**src/rtl/sha256_round_sequencer.sv**
```systemverilog
// SHA-256 command-side sequencer: loads a 512-bit block, runs the message schedule
// and round control for an external round datapath, chains H and streams the digest.
module sha256_round_sequencer (
   input  logic        clk,
   input  logic        rst,
   input  logic        msg_valid,
   output logic        msg_ready,
   input  logic [31:0] msg_word,
   input  logic        msg_first,
   input  logic        msg_last,
   output logic        dig_valid,
   input  logic        dig_ready,
   output logic [31:0] dig_word,
   output logic [31:0] core_in_var,
   output logic [31:0] core_w,
   output logic [5:0]  core_k_num,
   output logic [3:0]  core_mem_in_addr,
   output logic [3:0]  core_mem_out_addr,
   output logic        core_en_mem_out,
   input  logic [31:0] core_out_var
);

   localparam int unsigned WORD_W = 32;
   localparam int unsigned WIN_N  = 16;
   localparam int unsigned H_N    = 8;
   localparam int unsigned CNT_W  = 6;
   localparam int unsigned ADDR_W = 4;
   localparam logic [ADDR_W-1:0] ADDR_FB = ADDR_W'(15);

   typedef enum logic [2:0] {S_IDLE, S_LOAD, S_INIT, S_ROUND, S_READ, S_OUT} state_t;

   function automatic logic [WORD_W-1:0] iv(input logic [2:0] i);
      case (i)
         3'd0:    return 32'h6a09e667;
         3'd1:    return 32'hbb67ae85;
         3'd2:    return 32'h3c6ef372;
         3'd3:    return 32'ha54ff53a;
         3'd4:    return 32'h510e527f;
         3'd5:    return 32'h9b05688c;
         3'd6:    return 32'h1f83d9ab;
         default: return 32'h5be0cd19;
      endcase
   endfunction

   function automatic logic [WORD_W-1:0] rotr(input logic [WORD_W-1:0] x, input int unsigned n);
      return (x >> n) | (x << (WORD_W - n));
   endfunction

   function automatic logic [WORD_W-1:0] sig0(input logic [WORD_W-1:0] x);
      return rotr(x, 7) ^ rotr(x, 18) ^ (x >> 3);
   endfunction

   function automatic logic [WORD_W-1:0] sig1(input logic [WORD_W-1:0] x);
      return rotr(x, 17) ^ rotr(x, 19) ^ (x >> 10);
   endfunction

   state_t              state_q, state_d;
   logic [CNT_W-1:0]    cnt_q, cnt_d;
   logic [WORD_W-1:0]   w_q [WIN_N];
   logic [WORD_W-1:0]   w_d [WIN_N];
   logic [WORD_W-1:0]   h_q [H_N];
   logic [WORD_W-1:0]   h_d [H_N];
   logic                last_q, last_d;
   logic                msg_ready_q, msg_ready_d;
   logic                dig_valid_q, dig_valid_d;
   logic [WORD_W-1:0]   dig_word_q, dig_word_d;
   logic [WORD_W-1:0]   in_var_q, in_var_d;
   logic [WORD_W-1:0]   core_w_q, core_w_d;
   logic [CNT_W-1:0]    k_q, k_d;
   logic [ADDR_W-1:0]   in_addr_q, in_addr_d;
   logic [ADDR_W-1:0]   out_addr_q, out_addr_d;
   logic                en_q, en_d;
   logic                xfer;
   logic [WORD_W-1:0]   w_new;

   assign xfer  = msg_valid && msg_ready_q;
   // Window holds W_t..W_t+15 with W_t at slot 0, so the appended word is W_t+16
   assign w_new = sig1(w_q[14]) + w_q[9] + sig0(w_q[1]) + w_q[0];

   always_comb begin
      state_d     = state_q;
      cnt_d       = cnt_q;
      w_d         = w_q;
      h_d         = h_q;
      last_d      = last_q;
      dig_valid_d = dig_valid_q;
      dig_word_d  = dig_word_q;
      in_var_d    = in_var_q;
      core_w_d    = core_w_q;
      k_d         = k_q;
      in_addr_d   = ADDR_FB;
      out_addr_d  = '0;
      en_d        = 1'b0;

      case (state_q)
         S_IDLE: begin
            if (xfer) begin
               w_d[0] = msg_word;
               last_d = msg_last;
               if (msg_first) begin
                  for (int i = 0; i < H_N; i++) h_d[i] = iv(3'(i));
               end
               cnt_d   = CNT_W'(1);
               state_d = S_LOAD;
            end
         end
         S_LOAD: begin
            if (xfer) begin
               w_d[cnt_q[3:0]] = msg_word;
               if (cnt_q == CNT_W'(15)) begin
                  cnt_d     = '0;
                  state_d   = S_INIT;
                  in_addr_d = '0;
                  in_var_d  = h_q[0];
               end else begin
                  cnt_d = cnt_q + CNT_W'(1);
               end
            end
         end
         S_INIT: begin
            if (cnt_q == CNT_W'(7)) begin
               cnt_d    = '0;
               state_d  = S_ROUND;
               en_d     = 1'b1;
               k_d      = '0;
               core_w_d = w_q[0];
            end else begin
               cnt_d     = cnt_q + CNT_W'(1);
               in_addr_d = ADDR_W'(cnt_q + CNT_W'(1));
               in_var_d  = h_q[3'(cnt_q + CNT_W'(1))];
            end
         end
         S_ROUND: begin
            for (int i = 0; i < WIN_N - 1; i++) w_d[i] = w_q[i+1];
            w_d[WIN_N-1] = w_new;
            if (cnt_q == CNT_W'(63)) begin
               cnt_d   = '0;
               state_d = S_READ;
            end else begin
               cnt_d    = cnt_q + CNT_W'(1);
               en_d     = 1'b1;
               k_d      = cnt_q + CNT_W'(1);
               core_w_d = w_q[1];
            end
         end
         S_READ: begin
            h_d[cnt_q[2:0]] = h_q[cnt_q[2:0]] + core_out_var;
            if (cnt_q == CNT_W'(7)) begin
               cnt_d   = '0;
               state_d = last_q ? S_OUT : S_IDLE;
            end else begin
               cnt_d      = cnt_q + CNT_W'(1);
               out_addr_d = ADDR_W'(cnt_q + CNT_W'(1));
            end
         end
         S_OUT: begin
            // First OUT cycle only presents H0; afterwards advance per accepted word
            if (!dig_valid_q) begin
               dig_valid_d = 1'b1;
               dig_word_d  = h_q[cnt_q[2:0]];
            end else if (dig_ready) begin
               if (cnt_q == CNT_W'(7)) begin
                  cnt_d       = '0;
                  dig_valid_d = 1'b0;
                  state_d     = S_IDLE;
               end else begin
                  cnt_d      = cnt_q + CNT_W'(1);
                  dig_word_d = h_q[3'(cnt_q + CNT_W'(1))];
               end
            end
         end
         default: state_d = S_IDLE;
      endcase

      msg_ready_d = (state_d == S_IDLE) || (state_d == S_LOAD);
   end

   always_ff @(posedge clk or posedge rst) begin
      if (rst) begin
         state_q     <= S_IDLE;
         cnt_q       <= '0;
         for (int i = 0; i < WIN_N; i++) w_q[i] <= '0;
         for (int i = 0; i < H_N; i++) h_q[i] <= iv(3'(i));
         last_q      <= 1'b0;
         msg_ready_q <= 1'b1;
         dig_valid_q <= 1'b0;
         dig_word_q  <= '0;
         in_var_q    <= '0;
         core_w_q    <= '0;
         k_q         <= '0;
         in_addr_q   <= ADDR_FB;
         out_addr_q  <= '0;
         en_q        <= 1'b0;
      end else begin
         state_q     <= state_d;
         cnt_q       <= cnt_d;
         w_q         <= w_d;
         h_q         <= h_d;
         last_q      <= last_d;
         msg_ready_q <= msg_ready_d;
         dig_valid_q <= dig_valid_d;
         dig_word_q  <= dig_word_d;
         in_var_q    <= in_var_d;
         core_w_q    <= core_w_d;
         k_q         <= k_d;
         in_addr_q   <= in_addr_d;
         out_addr_q  <= out_addr_d;
         en_q        <= en_d;
      end
   end

   assign msg_ready         = msg_ready_q;
   assign dig_valid         = dig_valid_q;
   assign dig_word          = dig_word_q;
   assign core_in_var       = in_var_q;
   assign core_w            = core_w_q;
   assign core_k_num        = k_q;
   assign core_mem_in_addr  = in_addr_q;
   assign core_mem_out_addr = out_addr_q;
   assign core_en_mem_out   = en_q;

endmodule
```
**config.mk**
```make
export PLATFORM = sky130hd
export DESIGN_NAME = sha256_round_sequencer
export DESIGN_NICKNAME = d
export VERILOG_FILES = /design/src/rtl/sha256_round_sequencer.sv
export SDC_FILE = /design/constraint.sdc
export NUM_CORES = 2
export LEC_CHECK = 0
export ABC_AREA = 1
export BUFFER_PORTS_ARGS = -buffer_cell sky130_fd_sc_hd__buf_2
export CORE_UTILIZATION = 45
export CTS_CLUSTER_SIZE = 12
export DETAILED_ROUTE_END_ITERATION = 12
export PLACE_DENSITY = 0.67
export REMOVE_ABC_BUFFERS = 1
export SLEW_MARGIN = 20
export SYNTH_ARGS = -nofsm -noshare
export SYNTH_HDL_FRONTEND = slang
export SYNTH_SLANG_ARGS = --single-unit
```
**constraint.sdc**
```tcl
create_clock -name clk -period 26.1 [get_ports clk]
set_input_delay 2.61 -clock clk [delete_from_list [all_inputs] [get_ports clk]]
set_output_delay 2.61 -clock clk [all_outputs]
set_load 0.02 [all_outputs]
```
==> flow_metrics.tcl <==
set metrics [dict create \
    stdcell_count 8165 \
    post-cts-setup-buffers 0 \
    yosysWarnings 0 \
    cts_hold_buf 0 \
    antenna_found_initial 3 \
    cp_common_cell "nand2_1" \
    hold_depth 2 \
    max_freq_mhz 180 \
    place.port_buffers 182 \
    synth_area_leaders "dfrtp_1, nand2_1, o21ai_0, inv_1, dfstp_2" \
    clock_path_buffers 3 \
    synth_top_area_cell "dfrtp_1" \
    tightest_slew_ns 1.24 \
    critPathMaxStageDelay_ns 0.69 \
    finalInstanceArea_sq_um 55500 \
    setup_ws_ns 20.56 \
    fin_util_pct 50.1 \
    grt_max_degree 193 \
    hold_class "flip-flop to flip-flop" \
    dp_cells 7983 \
    place_area_sq_um 52200 \
    min_to "core_w[15]" \
    setup_violations 0 \
    vias 47428 \
    drt_iter0_drc 5297 \
    drv_slew 0 \
    ys_seq_area_share_pct 44.6 \
    slew-limit-headroom_pct 17.0 \
    rsz0062_at_grt "false" \
    crit_chain "clkinv_2, nand3_1, buf_4, clkinv_1, a22oi_1, o2111ai_1, fa_1, nand3_1, nand2_1, nand2_1, nand2_1, nand2_1, nand2_1, xnor2_1, nand2_1, o21ai_0, inv_1" \
    cp.arrival_ns 6.18 \
    endpoint_kind "flip-flop" \
    cts_buffers 98 \
    min_period_over_period_pct 21.2 \
    htreeDepth 3 \
    path_clk_slew_ns 0.06 \
    route.detailed.drc 0 \
    syn_area_sq_um 50400 \
    grt_pass1_vias 45361 \
    cts_tree "built" \
    vias_per_cell 5.81 \
    ant_nets 0 \
    final_cell_mix "nand2_1, inv_1, o21ai_0" \
    syn-instance-count 6625 \
    hold_violations 0 \
    ys_ff_latch 891 \
    grt_pass1_wl_microns 277000 \
    ios 183 \
    clock_latency_ns 0.71 \
    grt_usage_pct 32.2 \
    nFillCells 10884 \
    drv_cap 0 \
    cts_sinks 891 \
    cts-root-buf "clkbuf_16" \
    core-area_sq_um 111000 \
    cp-start-kind "flip-flop" \
    period_needed_ns 5.54 \
    start_util_pct 45.4 \
    routed_wirelength_microns 184000 \
    synth_cell_types 45 \
    post_drt_wl_per_cell_microns 22.5 \
    final_common_cell "nand2_1" \
    outcome "completed" \
    cts_resized 0 \
    gr-total-overflow 0 \
    hpwl_microns 120000 \
    slowest_stage "dfrtp_4" \
    drive_above_1_share_pct 9.60 \
    die_w_microns 337 \
    num_rows 122 \
    dieArea_sq_um 113000 \
    place.gp.congestion 1.05 \
    die_h_microns 337 \
    required_ns 26.74 \
    nets 6794 \
    dpl_worst_slack_ns 20.85 \
    critPathKind "flip-flop to flip-flop" \
    timing.critical_path.buf_inv 4 \
    synth.avg_cell_area_sq_um 7.60 \
    yosysTopAreaCellShare_pct 37.3 \
    reg2reg_slack_ns 20.56 \
    hold_start "core_w[15]" \
    reg2reg_to "h_q[142]" \
    synthToLayoutAreaGrowth_pct 10.2 \
    path_delay_family "buffers and inverters" \
    r2r-start "cnt_q[0]" \
    worstPathMaxFanout 48 \
    fin_skew_ns 0.0369 \
    firstDrtPassIters 8 \
    r2r.worst_path.cells 17 \
]
## stage by stage
stage / TNS (ns) / hold slack [ns]
floorplan: -991.60 / 0.449
global placement: 0 / 0.462
detailed placement: 0 / 0.464
CTS: 0 / 0.482
global route: 0 / 0.496
finish: 0 / 0.476
## worst register-to-register path, stage by stage, from the launching register on
cell and delay [ns]:
dfrtp_4 0.69, clkinv_2 0.69, nand3_1 0.30, buf_4 0.45
clkinv_1 0.71, a22oi_1 0.41, o2111ai_1 0.24, fa_1 0.45
nand3_1 0.09, nand2_1 0.12, nand2_1 0.09, nand2_1 0.11
nand2_1 0.09, nand2_1 0.17, xnor2_1 0.58, nand2_1 0.10
o21ai_0 0.13, inv_1 0.07
## kinds of logic after synthesis
group	count (synthesis)	share of synthesized area, %
and+or+nand+nor	2088	16.5
buffers and inverters	1528	11.8
DFF	891	44.6
adders and majority gates	129	4.14
muxes	9	0.201
AOI/OAI and AO/OA	1851	20.5
xor gates and xnor gates	129	2.24
## cell usage after synthesis
library cell,instances
ha_1,66
a21o_1,2
or2_1,5
nand2_1,1484
buf_6,3
o211ai_1,5
buf_1,33
nand3_1,232
nand4_1,15
and2_1,2
xnor2_1,68
a211oi_1,5
nor3_1,9
clkinv_1,4
mux2_2,9
nor2_2,4
or2_2,17
xor2_1,61
inv_2,20
a21oi_2,4
o21ai_0,874
o22ai_1,561
dfstp_2,141
o2111ai_1,3
nand3_2,1
inv_1,1111
o21ai_1,39
o21a_1,2
nor2_1,310
clkbuf_1,208
buf_2,143
dfrtp_1,750
a211oi_2,1
a21oi_1,247
a31oi_1,53
nor3_2,2
o21bai_1,8
fa_1,63
a21oi_4,10
nor4_1,1
nand3b_1,2
nand2_2,3
a22oi_1,37
buf_4,6
nor2_4,1
## cell type report
class                           instances  area, sq um  share of cell area, %
Inverter                             1135         4270                   7.70
Clock buffer                          158         2940                   5.30
Tap cell                             1488         1860                   3.35
Timing Repair Buffer                  263         1570                   2.83
Multi-Input combinational cell       4206        22000                   39.7
Sequential cell                       891        22500                   40.5
Antenna cell                            1         2.50                0.00451
Clock inverter                         23          337                  0.606
## worst max-delay path by stage
stage	startpoint	to	slack, ns	depth (start not counted)
after floorplan	rst	cnt_q[0]	-1.32	1
after global placement	msg_valid	h_q[60]	20.88	10
after detailed placement	cnt_q[0]	h_q[174]	20.85	17
after CTS	cnt_q[0]	h_q[142]	20.80	17
after global routing	cnt_q[0]	h_q[251]	20.31	18
final	cnt_q[0]	h_q[142]	20.56	17
## registers in the layout, indices dropped and copies added (netlist names)
| signal | cells |
|---|---|
| core_w | 32 |
| core_in_var | 32 |
| dig_word | 32 |
| msg_ready | 1 |
| cnt_q | 6 |
| dig_valid | 1 |
| w_q | 512 |
| last_q | 1 |
| core_mem_out_addr | 4 |
| core_en_mem_out | 1 |
| core_mem_in_addr | 4 |
| state_q | 3 |
| core_k_num | 6 |
| h_q | 256 |
## metal layers
metal / vias to the layer above / part of all wire [%] / global-route usage (%)
met2: 2509 / 46 / 51.5
met5: - / 0.014 / 0
li1: 21439 / - / -
met3: 631 / 8.6 / 5.26
met1: 22845 / 39 / 40.8
met4: 4 / 6.8 / 19.8
Power is left out: the tool's default activity adds up to more than one toggle a clock period on the data nets, which glitch-free logic cannot reach.
